`config.mk`:
```
export PLATFORM = sky130hd
export DESIGN_NAME = fifo_sync_buf
export DESIGN_NICKNAME = d
export VERILOG_FILES = /design/src/rtl/fifo_sync_buf.sv
export SDC_FILE = /design/constraint.sdc
export NUM_CORES = 1
export LEC_CHECK = 0
export BUFFER_PORTS_ARGS = -buffer_cell sky130_fd_sc_hd__buf_2
export CORE_AREA = 3 3 100 126
export CTS_CLUSTER_DIAMETER = 80
export CTS_CLUSTER_SIZE = 30
export DETAILED_ROUTE_END_ITERATION = 16
export DIE_AREA = 0 0 103 129
export PLACE_DENSITY_LB_ADDON = 0.1
export SLEW_MARGIN = 20
export SYNTH_ARGS = -nofsm -noshare
export SYNTH_HDL_FRONTEND = slang
export SYNTH_SLANG_ARGS = --single-unit
export TNS_END_PERCENT = 50
```
`constraint.sdc`:
```
create_clock -name wclk -period 3.85 [get_ports wclk]
set_clock_uncertainty 0.2 [all_clocks]
set_input_delay 0.77 -clock wclk [delete_from_list [all_inputs] [get_ports wclk]]
set_output_delay 0.77 -clock wclk [all_outputs]
set_load 0.01 [all_outputs]
```
`src/rtl/fifo_sync_buf.sv`:
```
`default_nettype none
// ============================================================================
// Module      : fifo_sync_buf
// Description : Single-clock synchronous FIFO with occupancy count,
//               programmable almost-full/almost-empty thresholds, one-cycle
//               overflow/underflow error pulses and a selectable read mode
//               (show-ahead or registered output).
// Ports       : wclk          - sole clock, rising edge
//               wrst_n        - asynchronous active-low reset
//               winc / wdata  - write request and data
//               rinc / rdata  - read request and data
//               wfull, rempty - count == DEPTH / count == 0
//               almost_full   - count >= AFULL_TH
//               almost_empty  - count <= AEMPTY_TH
//               count         - occupancy, 0..DEPTH
//               overflow      - pulse: write attempted while full
//               underflow     - pulse: read attempted while empty
// Revision    : 1.0 - initial release
// ============================================================================
module fifo_sync_buf #(
    parameter int DATA_SIZE = 8,
    parameter int ADDR_SIZE = 4,
    parameter int AFULL_TH  = (1 << ADDR_SIZE) - 2,
    parameter int AEMPTY_TH = 2,
    parameter bit REG_OUT   = 1'b0
) (
    input  logic                 wclk,
    input  logic                 wrst_n,
    input  logic                 winc,
    input  logic [DATA_SIZE-1:0] wdata,
    input  logic                 rinc,
    output logic [DATA_SIZE-1:0] rdata,
    output logic                 wfull,
    output logic                 rempty,
    output logic                 almost_full,
    output logic                 almost_empty,
    output logic [ADDR_SIZE:0]   count,
    output logic                 overflow,
    output logic                 underflow
);

    localparam int c_DEPTH = 1 << ADDR_SIZE;
    localparam int c_PW    = ADDR_SIZE + 1;

    localparam logic [ADDR_SIZE:0] c_DEPTH_CNT = c_PW'(c_DEPTH);
    localparam logic [ADDR_SIZE:0] c_AFULL_CNT = c_PW'(AFULL_TH);
    localparam logic [ADDR_SIZE:0] c_AEMPT_CNT = c_PW'(AEMPTY_TH);

    logic [DATA_SIZE-1:0] r_mem [c_DEPTH];

    logic [ADDR_SIZE:0] r_wptr;
    logic [ADDR_SIZE:0] r_rptr;
    logic [ADDR_SIZE:0] r_count;
    logic               r_overflow;
    logic               r_underflow;

    logic               w_wr_en;
    logic               w_rd_en;
    logic [ADDR_SIZE:0] w_wptr_nxt;
    logic [ADDR_SIZE:0] w_rptr_nxt;

    // Flags come from the registered count only, so they never see a
    // combinational path from winc/rinc.
    assign wfull        = (r_count == c_DEPTH_CNT);
    assign rempty       = (r_count == '0);
    assign almost_full  = (r_count >= c_AFULL_CNT);
    assign almost_empty = (r_count <= c_AEMPT_CNT);
    assign count        = r_count;
    assign overflow     = r_overflow;
    assign underflow    = r_underflow;

    // Acceptance uses the pre-edge flags: at full a simultaneous read still
    // goes through while the write is dropped, and vice versa at empty.
    assign w_wr_en    = winc && !wfull;
    assign w_rd_en    = rinc && !rempty;
    assign w_wptr_nxt = r_wptr + {{ADDR_SIZE{1'b0}}, w_wr_en};
    assign w_rptr_nxt = r_rptr + {{ADDR_SIZE{1'b0}}, w_rd_en};

    always_ff @(posedge wclk or negedge wrst_n) begin
        if (!wrst_n) begin
            r_wptr      <= '0;
            r_rptr      <= '0;
            r_count     <= '0;
            r_overflow  <= 1'b0;
            r_underflow <= 1'b0;
        end else begin
            r_wptr      <= w_wptr_nxt;
            r_rptr      <= w_rptr_nxt;
            // With a wrap bit on each pointer the modular difference is the
            // exact occupancy 0..DEPTH, i.e. +1 on write-only, -1 on read-only.
            r_count     <= w_wptr_nxt - w_rptr_nxt;
            r_overflow  <= winc && wfull;
            r_underflow <= rinc && rempty;
        end
    end

    // Storage is deliberately not reset.
    always_ff @(posedge wclk) begin
        if (w_wr_en) begin
            r_mem[r_wptr[ADDR_SIZE-1:0]] <= wdata;
        end
    end

    generate
        if (REG_OUT) begin : g_reg_out
            logic [DATA_SIZE-1:0] r_rdata;

            always_ff @(posedge wclk or negedge wrst_n) begin
                if (!wrst_n) begin
                    r_rdata <= '0;
                end else if (w_rd_en) begin
                    r_rdata <= r_mem[r_rptr[ADDR_SIZE-1:0]];
                end
            end

            assign rdata = r_rdata;
        end else begin : g_show_ahead
            // Head word is presented as soon as it is in the array.
            assign rdata = r_mem[r_rptr[ADDR_SIZE-1:0]];
        end
    endgenerate

endmodule
`default_nettype wire

```
---- Word level (Yosys, flattened, before mapping) ----
Memories as Yosys holds them, arrays and structs flattened.
Cells that the tools add are included.
Widths: inputs -> output; s select.
word-level totals
  register bits ........................... 17
  RAM bits ................................ 128
  input bits .............................. 12
  output and inout bits ................... 19
  logic and storage cells ................. 21
  memories ................................ 1
operators by class
  add/sub/neg operators ................... 3
  $lt $le $gt $ge ......................... 2
  eq/ne operators ......................... 1
  multiplexer cells ....................... 2
  reductions and logical operators ........ 7
memory list
  memory  depth  bits a word  read ports  clocked after Yosys merged registers in  write ports  line  source
  r_mem   16     8            1           0                                        1            49    logic [DATA_SIZE-1:0] r_mem [c_DEPTH];
operators with widths
  kind                count
  $add 5x1->5         2
  $eq 5x5->1 const B  1
  $ge 5x4->1 const B  1
  $le 5x2->1 const B  1
  $logic_not 5->1     1
  $sub 5x5->5         1
  $logic_and 1x1->1   4
  $logic_not 1->1     2
  $mux 1              2

---- Longest topological paths before layout ----
Gate-level depths: netlist of the first run.
  word-level depth ........................ 5
  depth in mapped cells ................... 12
  depth with buffers taken out ............ 11

---- Worst setup path before layout of the first run ----
Ideal clock, no wire load.
  kind .................................... reg-to-reg
  from .................................... register r_count[2], in the netlist count[2]
  to ...................................... register r_count[4], in the netlist count[4]
  library setup time ...................... 0.135 ns
  data arrival time ....................... 2.742 ns
  data required time ...................... 3.515 ns
  slack ................................... 0.773 ns
  stages on the path, launching flop included .. 12
  path buffers ............................ 1
  clock period less this slack ............ 3.077 ns
  path through ............................ dfrtp_1 or3_1 o21ai_1 buf_2 inv_1 ha_1 ha_1 xor2_1 ha_1 a21o_1 a21oi_1 xor3_1
between the ends
  word-level cells in the longest chain between the ends .. 5
  elaborated cells on any way between the ends .. 9
  classes of those cells .................. add/sub: 3; eq/ne: 1; reduce/logical: 5
ends and longest elaborated chain
  element                  line  source
  from (decl)              53    logic [ADDR_SIZE:0] r_count;
  from (signal assigned)   91    r_count <= w_wptr_nxt - w_rptr_nxt;
  $eq 5x5->1               64    assign wfull = (r_count == c_DEPTH_CNT);
  $logic_not 1->1          74    assign w_wr_en = winc && !wfull;
  $logic_and 1x1->1        74
  $add 5x1->5              76    assign w_wptr_nxt = r_wptr + {{ADDR_SIZE{1'b0}}, w_wr_en};
  named net w_wptr_nxt[2]  59    logic [ADDR_SIZE:0] w_wptr_nxt;
  $sub 5x5->5              91
The timed path passes the listed nets, and every way through them passes these cells.

---- Worst setup path after layout of the first run ----
  from .................................... register r_rptr[0]
  to ...................................... output port rdata[3]
between the ends
  word-level cells in the longest chain between the ends .. 1
ends and longest elaborated chain
  element                 line  source
  from (decl)             52    logic [ADDR_SIZE:0] r_rptr;
  from (signal assigned)  88    r_rptr <= w_rptr_nxt;
  $mem_v2 16x8            n/a
  to (decl)               32    output logic [DATA_SIZE-1:0] rdata,
No other way between the ends.

==> results of run 1 <==
## cell type report
class	instances	area, sq um	area share (%)
sequential	145	4270	63.2
multi-input combinational	121	1430	21.1
inverter	10	37.5	0.555
timing repair buffer	49	318	4.70
clock inverter	9	91.3	1.35
tap	138	173	2.55
clock buffer	22	444	6.57
## path summary, 6_finish.rpt
| kind | to | slack, ns | depth (start not counted) |
|---|---|---|---|
| min in group wclk | r_rptr[4] | 0.27 | 1 |
| worst min register to register | r_rptr[4] | 0.27 | 1 |
| max in group asynchronous | r_rptr[0] | 3.07 | 1 |
| worst max-delay path | rdata[3] | 0.43 | 5 |
| worst min-delay path | count[2] | 0.07 | 1 |
| worst max register to register | count[4] | 0.80 | 11 |
## stage by stage
stage | util [%] | std cells
finish | 58.5 | 494
global route | 58.5 | 494
global placement | 53.9 | 463
floorplan | - | 289
detailed placement | 53.9 | 463
CTS | 58.5 | 494
## sequential cells by signal, indices dropped and copies added (netlist names)
signal,cells
r_mem,128
count,5
r_rptr,5
r_wptr,5
overflow,1
underflow,1
## layout by cell type, fill, tap and decap left out, drive strengths merged
cell / n
a22oi: 16
a2111oi: 1
o21ai: 1
buf: 49
a31o: 1
nor2b: 2
and2b: 1
or3: 2
nand2b: 5
xnor2: 7
dfrtp: 17
nor4: 3
nand4: 1
mux4: 32
a21oi: 2
fa: 1
inv: 10
clkinv: 7
xor3: 1
nor3: 11
and2: 3
xor2: 2
ha: 8
a21o: 2
nand3: 3
nor2: 5
bufinv: 2
edfxtp: 128
clkbuf: 22
nand2: 11
## logic make-up (layout without fill, tap and decap cells)
logic type / after synthesis / in the layout / share of synthesized area (%)
AO/OA/AOI/OAI: 23 / 23 / 2.87
buffers and inverters: 23 / 90 / 2.68
AND/OR/NAND/NOR: 47 / 47 / 4.07
flip-flops: 145 / 145 / 73.2
adder cells (fa/ha/maj): 9 / 9 / 2.06
XOR/XNOR: 10 / 10 / 1.76
multiplexers: 32 / 32 / 13.4
## power breakdown
group / leakage (nW) / internal (W) / switching (W)
Clock: 0.264 / 0.000937 / 0.000563
Combinational: 0.806 / 0.000804 / 0.000847
Sequential: 1.36 / 0.00195 / 0.000203
## routing by layer
layer | track usage (%) | routed length [um] | vias to the layer above
li1 | - | - | 1290
met4 | 6.17 | 154 | 0
met3 | 4.88 | 265 | 12
met1 | 24.5 | 4850 | 1477
met5 | 0 | 0 | -
met2 | 29.7 | 5780 | 41
## worst max-delay path, stage by stage (launching register included)
cell     delay [ns]
dfrtp_2        0.70
buf_4          0.27
mux4_1         0.55
a22oi_1        0.29
nand2_1        0.08
buf_2          0.14
==> flow_summary.yaml, run 1 <==
timing:
  holdWs_ns: 0.0716
  slew_viol_final: 0
  fmax_mhz: 292
  worstMarginPinSlew_ns: 0.824
  final.setup.worst_slack_ns: 0.428
  finalCritPeriodShare_pct: 88.9
  relSlewSlack_pct: 44.8
  setup_violations: 0
  rsz0062_at_grt: "no"
  finalSetupTns_ns: 0
  min_period_ns: 3.42
  hold_viol: 0
flow_run:
  maxCapViolations: 0
synth:
  syn_inst: 289
  synthArstFlopShare_pct: 11.7
  yosysTopAreaCell: "edfxtp_1"
  synth_edf_count: 128
  synth_seq_cells: 145
  synth_commonest_cells: "edfxtp_1, dfrtp_1, a22oi_1, mux4_1, mux4_2"
  yosys_most_used_dff: "edfxtp_1"
  yosysMostFrequentCell: "edfxtp_1"
  synth_nets: 310
  yosys_warnings: 0
  ys_top_cells_by_area: "edfxtp_1, dfrtp_1, mux4_1"
  syn_area_sq_um: 5830
  syn_avg_cell_area_sq_um: 20.2
  ys_seq_area_share_pct: 73.2
  synth_top_area_share_pct: 65.9
  netlist-cell-type-count: 34
power_and_ir_drop:
  power.leakage_nw: 2.43
  p_total_w: 0.00530
  ir_worst_vdd_v: 0.000505
  power_density_nw_per_um2: 784
setup_path:
  cp.arrival_ns: 2.45
  r2r-start: "count[2]"
  crit_fanout: 15
  criticalPathCategory: "reg -> out"
  crit_start: "r_rptr[0]"
  start_kind: "register"
  cp-end-kind: "output port"
  cp_data_required_time_ns: 2.88
status:
  outcome: "completed"
floorplan:
  core-area_sq_um: 11600
  die_x_um: 103
  rows: 44
  die_area_sq_um: 13300
  die_h_um: 129
  io_pins: 31
  start_util_pct: 50.5
cts:
  cts_hold_buf: 0
  cts.sinks: 145
  cts_resized: 0
  clock_path_buffers: 2
  cts_tree: "done"
  post_cts_buffers: 0
  clk_latency_ns: 0.41
  clk_pin_slew_ns: 0.06
  numCtsBuffers: 17
  htreeDepth: 4
  cts_root_buf: "clkbuf_16"
final_layout:
  stdcell_area_sq_um: 6760
  drive_gt1_share_pct: 26.1
  fillers: 882
  n_antenna_cell: 0
  area_delta_synth_final_pct: 15.9
  final_nets: 365
place:
  gp_congestion: 0.755
  portBuffers: 30
  placed_cell_area_sq_um: 6230
  pre_cts_ws_ns: 0.804
  dp_hpwl_um: 7450
global_route:
  grt_pass1_vias: 2980
  track_usage_pct: 18.4
  antenna_found_initial: 0
  grt.overflow.total: 0
  grt_max_degree: 24
  grt_pass1_wl_um: 17200
routing:
  ant_nets: 0
  drc: 0
  first_iter_violations: 81
  wl_per_cell_um: 22.4
  first_pass_iters: 4
  wirelength_um: 11100
  vias: 2820
  avgViaCountPerCell: 5.71
min_path:
  hold_class: "in -> async"
Power figures use the tool's default switching activity.
==> run 2: changes to the inputs <==
--- a/config.mk
+++ b/config.mk
@@ -5,12 +5,13 @@
 export SDC_FILE = /design/constraint.sdc
 export NUM_CORES = 1
 export LEC_CHECK = 0
-export BUFFER_PORTS_ARGS = -buffer_cell sky130_fd_sc_hd__buf_2
+export BUFFER_PORTS_ARGS = -buffer_cell sky130_fd_sc_hd__buf_4
 export CORE_AREA = 3 3 100 126
 export CTS_CLUSTER_DIAMETER = 80
 export CTS_CLUSTER_SIZE = 30
 export DETAILED_ROUTE_END_ITERATION = 16
 export DIE_AREA = 0 0 103 129
+export GPL_TIMING_DRIVEN = 0
 export PLACE_DENSITY_LB_ADDON = 0.1
 export SLEW_MARGIN = 20
 export SYNTH_ARGS = -nofsm -noshare
==> run 2 against run 1 <==
- fmax decreased by 6.9%
- critical endpoint is now count[4]
- final cell count decreased by 0.20%
- critical path type is now reg -> reg
- highest routed layer unchanged
- clock power increased by 9%
- register-to-register slack got worse by 0.62 ns
- critical path depth increased by 6
- sequential cell count unchanged
- final area increased by 2.4%
- sequential share of layout area decreased by 1.5 points
==> flow_summary.yaml, run 2 (same netlist as run 1, synthesis figures left out) <==
status:
  outcome: "completed"
setup_path:
  cp_data_required_time_ns: 3.93
  cp-end-kind: "register"
  crit_slowest_cell: "o21ai_1"
  cp.arrival_ns: 3.76
  criticalPathCategory: "reg -> reg"
  crit_chain: "or3_1, o21ai_1, buf_2, inv_1, ha_1, ha_1, xor2_1, ha_1, a21o_1, a21oi_1, xor3_1"
  slowest_delay_ns: 0.50
  crit_fanout: 10
  crit_path_frequent_cell: "ha_1"
  start_kind: "register"
global_route:
  antenna_found_initial: 0
  grt_pass1_wl_um: 17200
  grt_pass1_vias: 2900
  track_usage_pct: 18.6
  grt.overflow.total: 0
  grt_max_degree: 18
timing:
  rsz0062_at_grt: "no"
  slew_viol_final: 0
  finalSetupTns_ns: 0
  fmax_mhz: 272
  min_period_ns: 3.67
  setup_violations: 0
  relSlewSlack_pct: 46.0
  finalCritPeriodShare_pct: 95.4
  worstMarginPinSlew_ns: 0.807
  hold_viol: 0
cts:
  post_cts_buffers: 0
  cts_tree: "done"
  clk_pin_slew_ns: 0.06
  numCtsBuffers: 17
  clk_latency_ns: 0.41
  cts_resized: 0
  cts_hold_buf: 1
  clock_path_buffers: 2
  cts_root_buf: "clkbuf_16"
  htreeDepth: 4
  cts.sinks: 145
routing:
  route.met2.wl_um: 5850
  wl_per_cell_um: 22.7
  wl_met3_um: 334
  drc: 0
  wirelength_um: 11200
  drt-met1-wl_um: 4770
  first_pass_iters: 4
  vias: 2807
  ant_nets: 0
  avgViaCountPerCell: 5.69
  first_iter_violations: 116
  highest_layer: "met4"
final_layout:
  largest_reg_flops: 128
  n_antenna_cell: 0
  drive_gt1_share_pct: 29.6
  final_nets: 363
  layout_commonest_cell: "edfxtp_1"
  area_delta_synth_final_pct: 18.6
  stdcell_area_sq_um: 6920
  fillers: 849
  final_cell_mix: "edfxtp_1, buf_4, clkbuf_16, dfrtp_1"
power_and_ir_drop:
  p_sw_w: 0.00173
  power_density_nw_per_um2: 810
  power.leakage_nw: 2.46
  clockPowerShare_pct: 29.2
  ir_worst_vdd_v: 0.000527
  power_frac_comb_pct: 33.9
  p_seq_share_pct: 36.8
  switching_share_pct: 30.9
  p_int_w: 0.00388
place:
  portBuffers: 30
  dp_hpwl_um: 7480
  placed_cell_area_sq_um: 6320
  gp_congestion: 0.751
floorplan:
  die_x_um: 103
  die_area_sq_um: 13300
  io_pins: 31
  die_h_um: 129
  rows: 44
  start_util_pct: 50.5
  core-area_sq_um: 11600
flow_run:
  maxCapViolations: 0
min_path:
  hold_class: "reg -> reg"
## run 2: cell count changes in the layout (fill, tap and decap cells not counted), moves of 3 or more
cell / previous run / this run
buf_4: 17 / 31
clkbuf_1: 5 / 1
buf_6: 0 / 3
nor3_2: 0 / 10
buf_2: 30 / 7
nor3_1: 11 / 1
clkinv_4: 0 / 4
## run 2: path summary, 6_finish.rpt
path	start	end	slack, ns	cells past startpoint
setup / recovery	count[2]	count[4]	0.18	11
hold / removal	r_rptr[4]	r_rptr[4]	0.28	1
setup reg to reg	count[2]	count[4]	0.18	11
hold reg to reg	r_rptr[4]	r_rptr[4]	0.28	1
max in group asynchronous	wrst_n	r_wptr[4]	2.70	2
min in group asynchronous	wrst_n	count[4]	0.55	2
## run 2: power groups by stage
stage / combinational (W) / clock, W / sequential, W
2_1_floorplan: 0.00126 / 0 / 0.00208
5_1_grt: 0.00210 / 0.00174 / 0.00209
6_report: 0.00190 / 0.00164 / 0.00207
3_5_place_dp: 0.00193 / 0 / 0.00210
3_3_place_gp: 0.00188 / 0 / 0.00209
4_1_cts: 0.00195 / 0.00167 / 0.00207
## run 2: final cells by class
class                           instances  area [sq um]  area share (%)
Timing Repair Buffer                   34           250            3.62
Clock buffer                           18           429            6.20
Clock inverter                         14           165            2.39
Tap cell                              138           173            2.50
Sequential cell                       145          4270            61.7
Multi-Input combinational cell        121          1480            21.4
Buffer                                 13           119            1.72
Inverter                               10          37.5           0.542
## run 2: worst max-delay path: cells and delay by family, from the launching register on
kind                     cells  cell delay, ns
AO/OA/AOI/OAI                3            0.87
XOR/XNOR                     2            0.48
adder cells (fa/ha/maj)      3            0.71
buffers and inverters        2            0.46
flip-flops                   1            0.40
AND/OR/NAND/NOR              1            0.41
## run 2: through the flow
step / hold WS, ns / utilization, % / worst slack, ns / instances / power, W
2_1_floorplan: 0.244 / - / 0.773 / 289 / 0.00334
6_report: 0.284 / 59.9 / 0.176 / 493 / 0.00561
5_1_grt: 0.310 / 59.9 / 0.0247 / 493 / 0.00593
3_3_place_gp: 0.265 / 53.9 / 0.438 / 457 / 0.00397
3_5_place_dp: 0.283 / 54.6 / 0.215 / 460 / 0.00403
4_1_cts: 0.294 / 59.9 / 0.170 / 493 / 0.00569
## run 2: per-layer routing
layer  vias up  global-route usage [%]
met2        66                    29.4
met3        17                    4.34
met4         0                    7.39
met1      1432                    25.0
met5         -                       0
li1       1292                       -
==> run 3: changes to the inputs <==
--- a/config.mk
+++ b/config.mk
@@ -12,7 +12,7 @@
 export DETAILED_ROUTE_END_ITERATION = 16
 export DIE_AREA = 0 0 103 129
 export GPL_TIMING_DRIVEN = 0
-export PLACE_DENSITY_LB_ADDON = 0.1
+export PLACE_DENSITY = 0.64
 export SLEW_MARGIN = 20
 export SYNTH_ARGS = -nofsm -noshare
 export SYNTH_HDL_FRONTEND = slang
==> run 3 against run 2 <==
- sequential share of layout area decreased by 0.41 points
- global-route usage increased by 0.75 points
- via count increased by 4.1%
- fmax increased by 2.7%
- first-iteration DRC count increased by 33%
- register-to-register slack improved by 0.096 ns
- final cell count decreased by 0.20%
- sequential power about the same
- wire length increased by 4.0%
- setup slack improved by 0.096 ns
- critical path depth unchanged
- largest cell class unchanged
- highest routed layer unchanged
==> flow_summary.yaml, run 3 (same netlist as run 1, synthesis figures left out) <==
setup_path:
  cp_data_required_time_ns: 3.93
  r2r-end: "count[4]"
  crit_start: "count[2]"
  cp-end-kind: "register"
  crit_fanout: 10
  start_kind: "register"
  r2r-start: "count[2]"
  cp.arrival_ns: 3.66
  r2r_setup_slack_ns: 0.27
  worstSetupEndpoint: "count[4]"
  r2r_cells: 11
  criticalPathCategory: "reg -> reg"
cts:
  clk_pin_slew_ns: 0.06
  post_cts_buffers: 0
  cts_tree: "done"
  cts_root_buf: "clkbuf_16"
  clock_path_buffers: 2
  cts_hold_buf: 0
  clk_latency_ns: 0.41
  cts.sinks: 145
  cts_resized: 0
  htreeDepth: 4
  numCtsBuffers: 17
final_layout:
  stdcell_area_sq_um: 6970
  layout_commonest_cell: "edfxtp_1"
  final_cell_mix: "edfxtp_1, buf_4, clkbuf_16, dfrtp_1"
  drive_gt1_share_pct: 28.5
  final_nets: 362
  largest_reg_flops: 128
  area_delta_synth_final_pct: 19.4
  n_antenna_cell: 0
routing:
  first_pass_iters: 5
  drc: 0
  first_iter_violations: 154
  ant_nets: 0
  vias: 2922
  wirelength_um: 11600
  wl_per_cell_um: 23.6
  avgViaCountPerCell: 5.94
flow_run:
  maxCapViolations: 0
timing:
  worstMarginPinSlew_ns: 0.854
  finalCritPeriodShare_pct: 93.0
  relSlewSlack_pct: 42.8
  setup_violations: 0
  hold_viol: 0
  fmax_mhz: 279
  final.setup.worst_slack_ns: 0.271
  min_period_ns: 3.58
  slew_viol_final: 0
  finalSetupTns_ns: 0
  rsz0062_at_grt: "no"
  holdWs_ns: 0.0166
power_and_ir_drop:
  clockPowerShare_pct: 31.0
  p_sw_w: 0.00170
  switching_share_pct: 29.5
  power_frac_comb_pct: 32.9
  power.leakage_nw: 2.48
  p_total_w: 0.00576
  p_int_w: 0.00406
  ir_worst_vdd_v: 0.000585
  power_density_nw_per_um2: 826
  p_seq_share_pct: 36.0
floorplan:
  core-area_sq_um: 11600
  rows: 44
  start_util_pct: 50.5
  io_pins: 31
  die_area_sq_um: 13300
  die_x_um: 103
  die_h_um: 129
place:
  gp_congestion: 0.773
  portBuffers: 30
  dp_hpwl_um: 7800
  pre_cts_ws_ns: 0.265
  placed_cell_area_sq_um: 6320
status:
  outcome: "completed"
global_route:
  grt_pass1_wl_um: 18000
  track_usage_pct: 19.3
  grt.overflow.total: 0
  grt_pass1_vias: 3061
  grt_max_degree: 18
  antenna_found_initial: 0
min_path:
  hold_class: "in -> async"
run 3: cell types whose count changed in the layout (fill, tap and decap cells not counted), sizes merged:
cell / before / now
bufinv: 3 / 6
clkbuf: 19 / 18
clkinv: 9 / 8
inv: 11 / 10
dlygate4sd3: 1 / 0
run 3: through the flow:
stage	util [%]	cells
6_report	60.3	492
3_3_place_gp	53.9	457
2_1_floorplan	-	289
3_5_place_dp	54.7	460
5_1_grt	60.3	492
4_1_cts	60.3	492
run 3: metal layers:
| metal | part of all wire, % | vias to the layer above | GRT usage, % |
|---|---|---|---|
| li1 | - | 1288 | - |
| met1 | 41 | 1551 | 24.6 |
| met2 | 54 | 74 | 32.3 |
| met3 | 3.8 | 9 | 4.77 |
| met4 | 1.0 | 0 | 6.55 |
| met5 | 0 | - | 0 |
run 3: critical path: stages (launching register included):
cell and delay, ns:
dfrtp_1 0.41, or3_1 0.43, o21ai_1 0.46, buf_2 0.37
inv_1 0.08, ha_1 0.20, ha_1 0.20, xor2_1 0.16
ha_1 0.34, a21o_1 0.19, a21oi_1 0.16, xor3_1 0.24
run 3: worst min path at each step:
stage               slack [ns]         to  depth (start not counted)
detailed placement        0.28  r_rptr[4]                          1
finish                    0.02   count[4]                          1
global placement          0.26  r_rptr[4]                          1
global route              0.02   count[3]                          1
floorplan                 0.24  r_rptr[4]                          1
CTS                       0.02   count[0]                          1
run 3: area by class of cell:
cell class / instances / area [sq um]
Fill cell: 849 / 4590
Sequential cell: 145 / 4270
Multi-Input combinational cell: 121 / 1480
Clock buffer: 17 / 425
Timing Repair Buffer: 33 / 245
Clock inverter: 15 / 220
Tap cell: 138 / 173
Buffer: 13 / 119
Inverter: 10 / 37.5
run 3: power by group through the flow:
stage | Combinational, W | Clock, W | Sequential [W]
CTS | 0.00193 | 0.00181 | 0.00208
detailed placement | 0.00192 | 0 | 0.00210
global placement | 0.00187 | 0 | 0.00209
global route | 0.00208 | 0.00187 | 0.00210
floorplan | 0.00126 | 0 | 0.00208
finish | 0.00190 | 0.00179 | 0.00208
